[config.mk]
export PLATFORM = sky130hd
export DESIGN_NAME = sample_frame_ctrl
export DESIGN_NICKNAME = d
export VERILOG_FILES = /design/src/rtl/sample_frame_ctrl.sv
export SDC_FILE = /design/constraint.sdc
export NUM_CORES = 1
export LEC_CHECK = 0
export ABC_AREA = 1
export CAP_MARGIN = 40
export CORE_AREA = 2 2 83 145
export DETAILED_ROUTE_END_ITERATION = 7
export DIE_AREA = 0 0 85 147
export PLACE_DENSITY = 0.88
export SLEW_MARGIN = 20
export SYNTH_ARGS = -nofsm -noshare
export SYNTH_HDL_FRONTEND = slang
export SYNTH_SLANG_ARGS = --single-unit
[constraint.sdc]
create_clock -name clk -period 3.5 [get_ports clk]
set_input_delay 1.05 -clock clk [delete_from_list [all_inputs] [get_ports clk]]
set_output_delay 1.05 -clock clk [all_outputs]
set_load 0.005 [all_outputs]
[src/rtl/sample_frame_ctrl.sv]
// sample_frame_ctrl: walks a frame of addresses through the sample ROM, tags the
// 1-cycle ROM read latency, and buffers returned samples into a valid/ready stream
// with a per-frame last marker. Issue is throttled so the buffer can never overflow.
//
//   state    | meaning
//   ---------+---------------------------------------------------------------
//   ST_IDLE  | waiting for start; buffer empty, nothing in flight
//   ST_RUN   | issuing frame addresses (wraps to offset 0 in loop mode)
//   ST_DRAIN | all addresses issued; waiting for the final sample to leave
module sample_frame_ctrl #(
  parameter int ADDR_W    = 10,
  parameter int DATA_W    = 16,
  parameter int BUF_DEPTH = 4
) (
  input  logic              clk,
  input  logic              reset_n,
  input  logic              start,
  input  logic [ADDR_W-1:0] base_addr,
  input  logic [ADDR_W:0]   frame_len,
  input  logic              loop_en,
  input  logic              abort,
  output logic [ADDR_W-1:0] rom_addr,
  input  logic [DATA_W-1:0] rom_data,
  output logic [DATA_W-1:0] out_data,
  output logic              out_valid,
  input  logic              out_ready,
  output logic              out_last,
  output logic              busy,
  output logic              done
);

  localparam int PTR_W = $clog2(BUF_DEPTH);
  localparam int CNT_W = PTR_W + 1;
  localparam int OCC_W = CNT_W + 1;
  localparam logic [OCC_W-1:0] DEPTH_C = OCC_W'(BUF_DEPTH);
  localparam logic [ADDR_W:0]  MAX_LEN = {1'b1, {ADDR_W{1'b0}}};

  typedef enum logic [1:0] {ST_IDLE, ST_RUN, ST_DRAIN} state_t;

  state_t              state_q, state_d;
  logic [ADDR_W-1:0]   base_q, base_d;
  logic [ADDR_W-1:0]   len_m1_q, len_m1_d;
  logic                loop_q, loop_d;
  logic [ADDR_W-1:0]   off_q, off_d;
  logic [ADDR_W-1:0]   rom_addr_q, rom_addr_d;
  logic                tag1_q, tag1_d, last1_q, last1_d;
  logic                tag2_q, tag2_d, last2_q, last2_d;
  logic [DATA_W-1:0]   mem_q [BUF_DEPTH];
  logic [DATA_W-1:0]   mem_d [BUF_DEPTH];
  logic [BUF_DEPTH-1:0] lmem_q, lmem_d;
  logic [PTR_W-1:0]    wr_ptr_q, wr_ptr_d, rd_ptr_q, rd_ptr_d;
  logic [CNT_W-1:0]    count_q, count_d;

  logic              pop, push, issue_ok, frame_final;
  logic [OCC_W-1:0]  occ;
  logic [ADDR_W:0]   len_eff;
  logic [ADDR_W-1:0] start_m1;

  assign out_valid = (count_q != '0);
  assign out_data  = mem_q[rd_ptr_q];
  assign out_last  = lmem_q[rd_ptr_q] & out_valid;
  assign busy      = (state_q != ST_IDLE);
  assign rom_addr  = rom_addr_q;
  assign done      = frame_final & ~abort;

  // Handshake bookkeeping and the slot reservation that keeps the buffer from overflowing.
  always_comb begin
    pop         = out_valid & out_ready;
    push        = tag2_q;
    occ         = OCC_W'(count_q) + OCC_W'(tag1_q) + OCC_W'(tag2_q) - OCC_W'(pop);
    issue_ok    = (occ < DEPTH_C);
    frame_final = (state_q == ST_DRAIN) && pop && (count_q == CNT_W'(1)) && !tag1_q && !tag2_q;
    len_eff     = (frame_len > MAX_LEN) ? MAX_LEN : frame_len;
    start_m1    = ADDR_W'(len_eff - (ADDR_W+1)'(1));
  end

  // Next-state: FSM, address generation, read-tag pipeline and FIFO; abort overrides all.
  always_comb begin
    state_d    = state_q;
    base_d     = base_q;
    len_m1_d   = len_m1_q;
    loop_d     = loop_q;
    off_d      = off_q;
    rom_addr_d = rom_addr_q;
    tag1_d     = 1'b0;
    last1_d    = 1'b0;
    tag2_d     = tag1_q;
    last2_d    = last1_q;
    mem_d      = mem_q;
    lmem_d     = lmem_q;
    wr_ptr_d   = wr_ptr_q;
    rd_ptr_d   = rd_ptr_q;
    count_d    = count_q;

    case (state_q)
      ST_IDLE: begin
        if (start && (frame_len != '0) && !abort) begin
          base_d     = base_addr;
          len_m1_d   = start_m1;
          loop_d     = loop_en;
          rom_addr_d = base_addr;
          tag1_d     = 1'b1;
          last1_d    = (start_m1 == '0);
          off_d      = (start_m1 == '0) ? '0 : ADDR_W'(1);
          state_d    = ((start_m1 == '0) && !loop_en) ? ST_DRAIN : ST_RUN;
        end
      end
      ST_RUN: begin
        if (issue_ok) begin
          rom_addr_d = base_q + off_q;
          tag1_d     = 1'b1;
          last1_d    = (off_q == len_m1_q);
          if (off_q == len_m1_q) begin
            off_d = '0;
            if (!loop_q) state_d = ST_DRAIN;
          end else begin
            off_d = off_q + ADDR_W'(1);
          end
        end
      end
      ST_DRAIN: begin
        if (frame_final) state_d = ST_IDLE;
      end
      default: state_d = ST_IDLE;
    endcase

    if (push) begin
      mem_d[wr_ptr_q]  = rom_data;
      lmem_d[wr_ptr_q] = last2_q;
      wr_ptr_d         = wr_ptr_q + PTR_W'(1);
    end
    if (pop) rd_ptr_d = rd_ptr_q + PTR_W'(1);
    count_d = count_q + CNT_W'(push) - CNT_W'(pop);

    if (abort) begin
      state_d  = ST_IDLE;
      tag1_d   = 1'b0;
      last1_d  = 1'b0;
      tag2_d   = 1'b0;
      last2_d  = 1'b0;
      wr_ptr_d = '0;
      rd_ptr_d = '0;
      count_d  = '0;
    end
  end

  // State and datapath registers.
  always_ff @(posedge clk or negedge reset_n) begin
    if (!reset_n) begin
      state_q    <= ST_IDLE;
      base_q     <= '0;
      len_m1_q   <= '0;
      loop_q     <= 1'b0;
      off_q      <= '0;
      rom_addr_q <= '0;
      tag1_q     <= 1'b0;
      last1_q    <= 1'b0;
      tag2_q     <= 1'b0;
      last2_q    <= 1'b0;
      for (int i = 0; i < BUF_DEPTH; i++) mem_q[i] <= '0;
      lmem_q     <= '0;
      wr_ptr_q   <= '0;
      rd_ptr_q   <= '0;
      count_q    <= '0;
    end else begin
      state_q    <= state_d;
      base_q     <= base_d;
      len_m1_q   <= len_m1_d;
      loop_q     <= loop_d;
      off_q      <= off_d;
      rom_addr_q <= rom_addr_d;
      tag1_q     <= tag1_d;
      last1_q    <= last1_d;
      tag2_q     <= tag2_d;
      last2_q    <= last2_d;
      mem_q      <= mem_d;
      lmem_q     <= lmem_d;
      wr_ptr_q   <= wr_ptr_d;
      rd_ptr_q   <= rd_ptr_d;
      count_q    <= count_d;
    end
  end

endmodule

## After elaboration in Yosys (flattened, before gate mapping)

Index checks and enable logic that the tools add are counted.

- Bits in registers: 122
- Output and inout port bits: 30

- Add/subtract/negate cells: 10
- Order comparisons: 8
- Eq/ne operators: 11
- Multiplexer cells: 43
- Bitwise logic cells: 6
- Reductions and logical operators: 24

Operator list:

| kind | number |
|---|---|
| 64-bit bitwise mux | 1 |
| 10-bit 2-to-1 mux | 6 |
| 16-bit 2-to-1 mux | 3 |
| 10-bit one-hot mux with 2 select lines | 2 |
| 16-bit binary-select mux with 2-bit select | 1 |
| 16-bit demux with 2-bit select | 1 |
| 2-bit 2-to-1 mux | 11 |
| 3-bit != test, second input constant | 5 |
| 11-bit greater-than comparator, second input constant | 1 |
| 1-bit 2-to-1 mux | 11 |
| 11-bit nonzero test | 1 |
| 10-bit by 1-bit adder with 10-bit output, second input constant | 1 |
| 10-bit adder | 1 |
| 10-bit == test | 1 |
| 10-bit logical NOT | 1 |
| 10-bit by 1-bit subtractor with 10-bit output, second input constant | 1 |
| 1-bit logical AND | 9 |
| 2-bit nonzero test | 4 |
| 3-bit greater-or-equal comparator, second input constant | 2 |
| 2-bit by 3-bit less-than comparator with 1-bit output, second input constant | 2 |
| 2-bit inverter with 3-bit output | 2 |
| 2-bit one-hot mux with 3 select lines | 1 |
| 5-bit AND reduction | 1 |
| 2-bit by 1-bit adder with 2-bit output, second input constant | 2 |
| other kinds (24) | 31 |

## Logic depth before layout (Yosys ltp)

- Depth after elaboration: 9
- Mapped depth: 21

## Least setup slack after synthesis

OpenSTA, ideal clock, no wires.

- Path type: in2reg
- Start: input port out_ready
- End: register off_q[2]
- Setup time: 0.123 ns
- Arrival time: 2.777 ns
- Required time: 3.377 ns
- Setup slack: 0.600 ns
- Stages: 17
- Path buffers: 1
- Cells stage by stage: nand2_1 > inv_2 > ha_1 > inv_1 > ha_1 > a21oi_1 > nor2_1 > nor2_1 > xor2_1 > nand2_1 > nand2_1 > o21ai_2 > inv_2 > buf_4 > nand2_1 > xor2_1 > nor2_1

- Word-level cells in the longest chain between the ends: 5

Ends and longest elaborated chain:

| what | line | source |
|---|---|---|
| start: declaration | 26 | `input logic out_ready,` |
| 1-bit AND | 68 | `pop = out_valid & out_ready;` |
| 4-bit by 1-bit subtractor with 4-bit output | 70 | `occ = OCC_W'(count_q) + OCC_W'(tag1_q) + OCC_W'(tag2_q) - OCC_W'(pop);` |
| 4-bit by 3-bit less-than comparator with 1-bit output | 71 | `issue_ok = (occ < DEPTH_C);` |
| 2-bit != test (no source line) | - |  |
| 3-bit AND reduction (no source line) | - |  |
| end signal: assignment | 154 | `off_q <= '0;` |
| end signal: assignment | 170 | `off_q <= off_d;` |
| end: declaration | 44 | `logic [ADDR_W-1:0] off_q, off_d;` |

Every way passes these cells.
A chain may end at the register's enable or synchronous reset.

## Worst setup path in the final report

- Start: input port out_ready
- End: output port done

- Word-level cells in the longest chain between the ends: 6

Ends and longest elaborated chain:

| what | line | source |
|---|---|---|
| 1-bit AND | 68 |  |
| 1-bit logical AND (4 in series) | 72 | `frame_final = (state_q == ST_DRAIN) && pop && (count_q == CNT_W'(1)) && !tag1_q && !tag2_q;` |
| 1-bit AND | 64 | `assign done = frame_final & ~abort;` |
| end: declaration | 29 | `output logic done` |

Every way passes these cells.

==> reports/results.tsv <==
stage	metric	value	unit
cts	tritoncts	done	
die	placement_rows	52	
sta	final_critical_path_setup_slack	0.110	ns
cts	postCtsResizedCells	0	
hold_path	worstHoldPathType	flop to flop	
cells_and_area	leading_cell_type_in_the_layout_fill_and_taps_excluded	nand2_1	
sta	timing.final.max_slew_violations	0	
sta	period_needed	3.39	ns
cells_and_area	nNetsFinal	951	
sta	period_share	0.969	
synth	mappedNetlistArea	6360	um^2
routing	post_drt_wl_per_cell	15.5	um
synth	syn_area_per_cell	7.96	um^2
power	power.net_switching	2140	uW
synth	synth_cell_type_count	40	
hold_path	whs_path_depth	2	
placed_design	io_buffer_count	72	
worst_setup_path	max_stage_delay	0.50	ns
sta	slew_headroom	0.520	
cells_and_area	post_route_cells_drive_above_1_share	0.0971	
worst_setup_path	timing.critical_path.arrival	2.34	ns
die	core-area	11400	um^2
global_route	grt_antenna_before_repair	0	
cts	postCtsSetupBuffers	0	
power	power_density	781	nW/um^2
cts	insertion_delay	0.42	ns
worst_setup_path	cpMaxStageDelayCell	clkdlybuf4s50_1	
routing	number_of_antenna_violating_nets_in_the_routed_design	0	
hold_path	worst_hold_startpoint	last1_q$_DFF_PN0_	
placed_design	place_ws	-0.00939	ns
routing	routed_wl	16000	um
synth	yosys-top-cells-area	dfrtp_1, nand2_1, o21ai_0	
worst_setup_path	required	2.45	ns
synth	yosys_most_used_dff	dfrtp_1	
cts	cts_max_path_buffers	2	
sta	hold_viol	0	
power	power	6240	uW
global_route	grt_max_degree	56	
worst_setup_path	crit_chain	clkdlybuf4s50_1 -> nand2_1 -> inv_2 -> nand2_1 -> nor2_1 -> clkdlybuf4s50_1	
sta	final.setup_skew	0.00681	ns
flow_run	cap_violations	0	
power	vdd_drop_max	0.592	mV
cts	clk_pin_slew_worst_paths	0.05	ns
die	initial_core_util	0.559	
cts	cts_made_buffers	17	
worst_setup_path	reg2reg_from	count_q[1]$_DFF_PN0_	
synth	synth.area.mux_share	0	
global_route	grt_util_overall	0.270	
worst_setup_path	rr_worst_depth	20	
die	die_w	85	um
cts	clock_tree.htree_level_count	4	
placed_design	finalWeightedCongestion	0.950	
hold_path	hold_end	last2_q$_DFF_PN0_	
power	clkPwrFrac	0.299	
synth	postSynthNetCount	866	
cells_and_area	nFillCells	835	
synth	netlist_instances	799	
power	power_switching_share	0.343	
worst_setup_path	r2r_slack	0.50	ns
synth	seq_area_frac_synth	0.480	
synth	post-synth-top-area-fraction	0.480	
synth	async_flop_share	1.00	
cells_and_area	area.growth.synth_to_final	25.7	%
synth	synth_simple_gate_area_share	0.211	
global_route	grt_remaining_overflow	0	
routing	drtPass1Iterations	5	
worst_setup_path	worst-path-max-fanout	4	
synth	yosys_register_bits	122	
worst_setup_path	critPathKind	input port to primary output	
cells_and_area	final_design_area_no_fill	7990	um^2
power	seq_power_share	0.334	
cts	hold_buffers	0	
power	share_comb_of_total_power	0.367	
worst_setup_path	crit_path_start_kind	input port	
placed_design	place.detailed.hpwl	10900	um
synth	synth_xor_xnor_area_share	0.0273	
sta	hold_slack	0.453	ns
worst_setup_path	timing.rr.end	off_q[5]$_DFFE_PN0P_	
run_status	outcome	finished, final reports clean	
routing	vias	5807	
cts	cts_root_buf	clkbuf_16	
sta	max_freq	295	MHz
sta	grt_setup_unrepaired	false	
die	floorplan.io_pins	73	
synth	yosys.area_share.adder	0.0496	
cells_and_area	num_antenna_cells	0	
synth	yosysWarningCount	0	
power	p_leak	0.00384	uW
sta	finalSetupViolCount	0	
cells_and_area	finalCoreUtilization	0.702	
cts	cts_num_sinks	122	
die	floorplan.die_area	12500	um^2
routing	drtIter0Drc	305	
global_route	grt_first_pass_wirelength	27000	um
placed_design	dpl_cell_area	7360	um^2
power	p_int	4100	uW
die	chip_height	147	um
global_route	grt_pass1_vias	5967	
worst_setup_path	worst_setup_path_end_kind	primary output	
synth	synth_compound_area_frac	0.163	
sta	timing_worst_slew_pin_value	0.720	ns
synth	synth_edf_count	0	
synth	synth_area_leader_cell	dfrtp_1	
synth	dominant_combinational_cell_family_by_area_after_synthesis	simple AND/OR/NAND/NOR gates	
routing	post_drt_via_cell_ratio	5.63	
cells_and_area	most-common-layout-cells	nand2_1, o21ai_0, dfrtp_1	
routing	detail_route.drc_violations	0	
worst max-delay path by stage:
stage	start	end	slack [ns]	depth (start not counted)
after floorplan	out_ready	off_q[2]$_DFFE_PN0P_	0.60	17
final	out_ready	done	0.11	6
after detailed placement	out_ready	rom_addr[0]$_DFFE_PN0P_	-0.009	17
after global routing	out_ready	done	0.02	6
after CTS	out_ready	done	0.10	6
after global placement	out_ready	rom_addr[8]$_DFFE_PN0P_	0.03	17
layout make-up:
cell class              count  area [um^2]  area share
well taps                 135          169      0.0211
flip-flops and latches    122         3050       0.382
repair buffers             99          976       0.122
inverters                  78          293      0.0366
clock inverters            13          194      0.0243
multi-input cells         566         2870       0.359
clock buffers              18          439      0.0549
power groups by stage:
stage / combinational [uW] / clock [uW] / sequential (uW)
6_report: 2290 / 1870 / 2080
5_1_grt: 2580 / 1950 / 2120
4_1_cts: 2300 / 1880 / 2080
3_5_place_dp: 2250 / 0 / 2090
3_3_place_gp: 2160 / 0 / 2070
2_1_floorplan: 1330 / 0 / 2020
state kept, by name, summed over array words and instances, names as in the netlist:
name and flops:
base_q 10, count_q 3, last1_q 1, last2_q 1, len_m1_q 10, lmem_q 4
loop_q 1, mem_q 64, off_q 10, push 1, rd_ptr_q 2, rom_addr 10
state_q 2, tag1_q 1, wr_ptr_q 2
cell usage after synthesis, drive strengths merged, types with 2 or more instances:
cell type  instances
a21oi             26
nor2              91
nand2            194
xor2              10
nor3               7
dfrtp            122
o211ai             3
buf                8
nand3             24
fa                 2
inv               77
a31oi              2
xnor2              9
a21o               2
ha                22
nand4              7
o21ai            142
o22ai             16
clkbuf            25
o21bai             2
through the flow:
step / cells / TNS, ns
after floorplan: 799 / 0
after global placement: 996 / 0
after detailed placement: 1000 / -0.0231
after CTS: 1031 / 0
after global routing: 1031 / 0
final: 1031 / 0
cells by family after synthesis:
logic type,count (synthesis)
buffers and inverters,111
XOR/XNOR,19
AND/OR/NAND/NOR,327
flip-flops,122
AO/OA/AOI/OAI,196
adder cells (fa/ha/maj),24
routing by layer:
| layer | GRT usage | wire (um) |
|---|---|---|
| met5 | 0 | 0 |
| met4 | 0.136 | 557 |
| met2 | 0.481 | 8770 |
| met1 | 0.298 | 5970 |
| met3 | 0.0556 | 669 |
critical path, delay by kind of cell:
kind / cells / cell delay, ns
buffers and inverters: 3 / 1.05
AND/OR/NAND/NOR: 3 / 0.23
No activity file was read; power rests on OpenSTA's default activity.
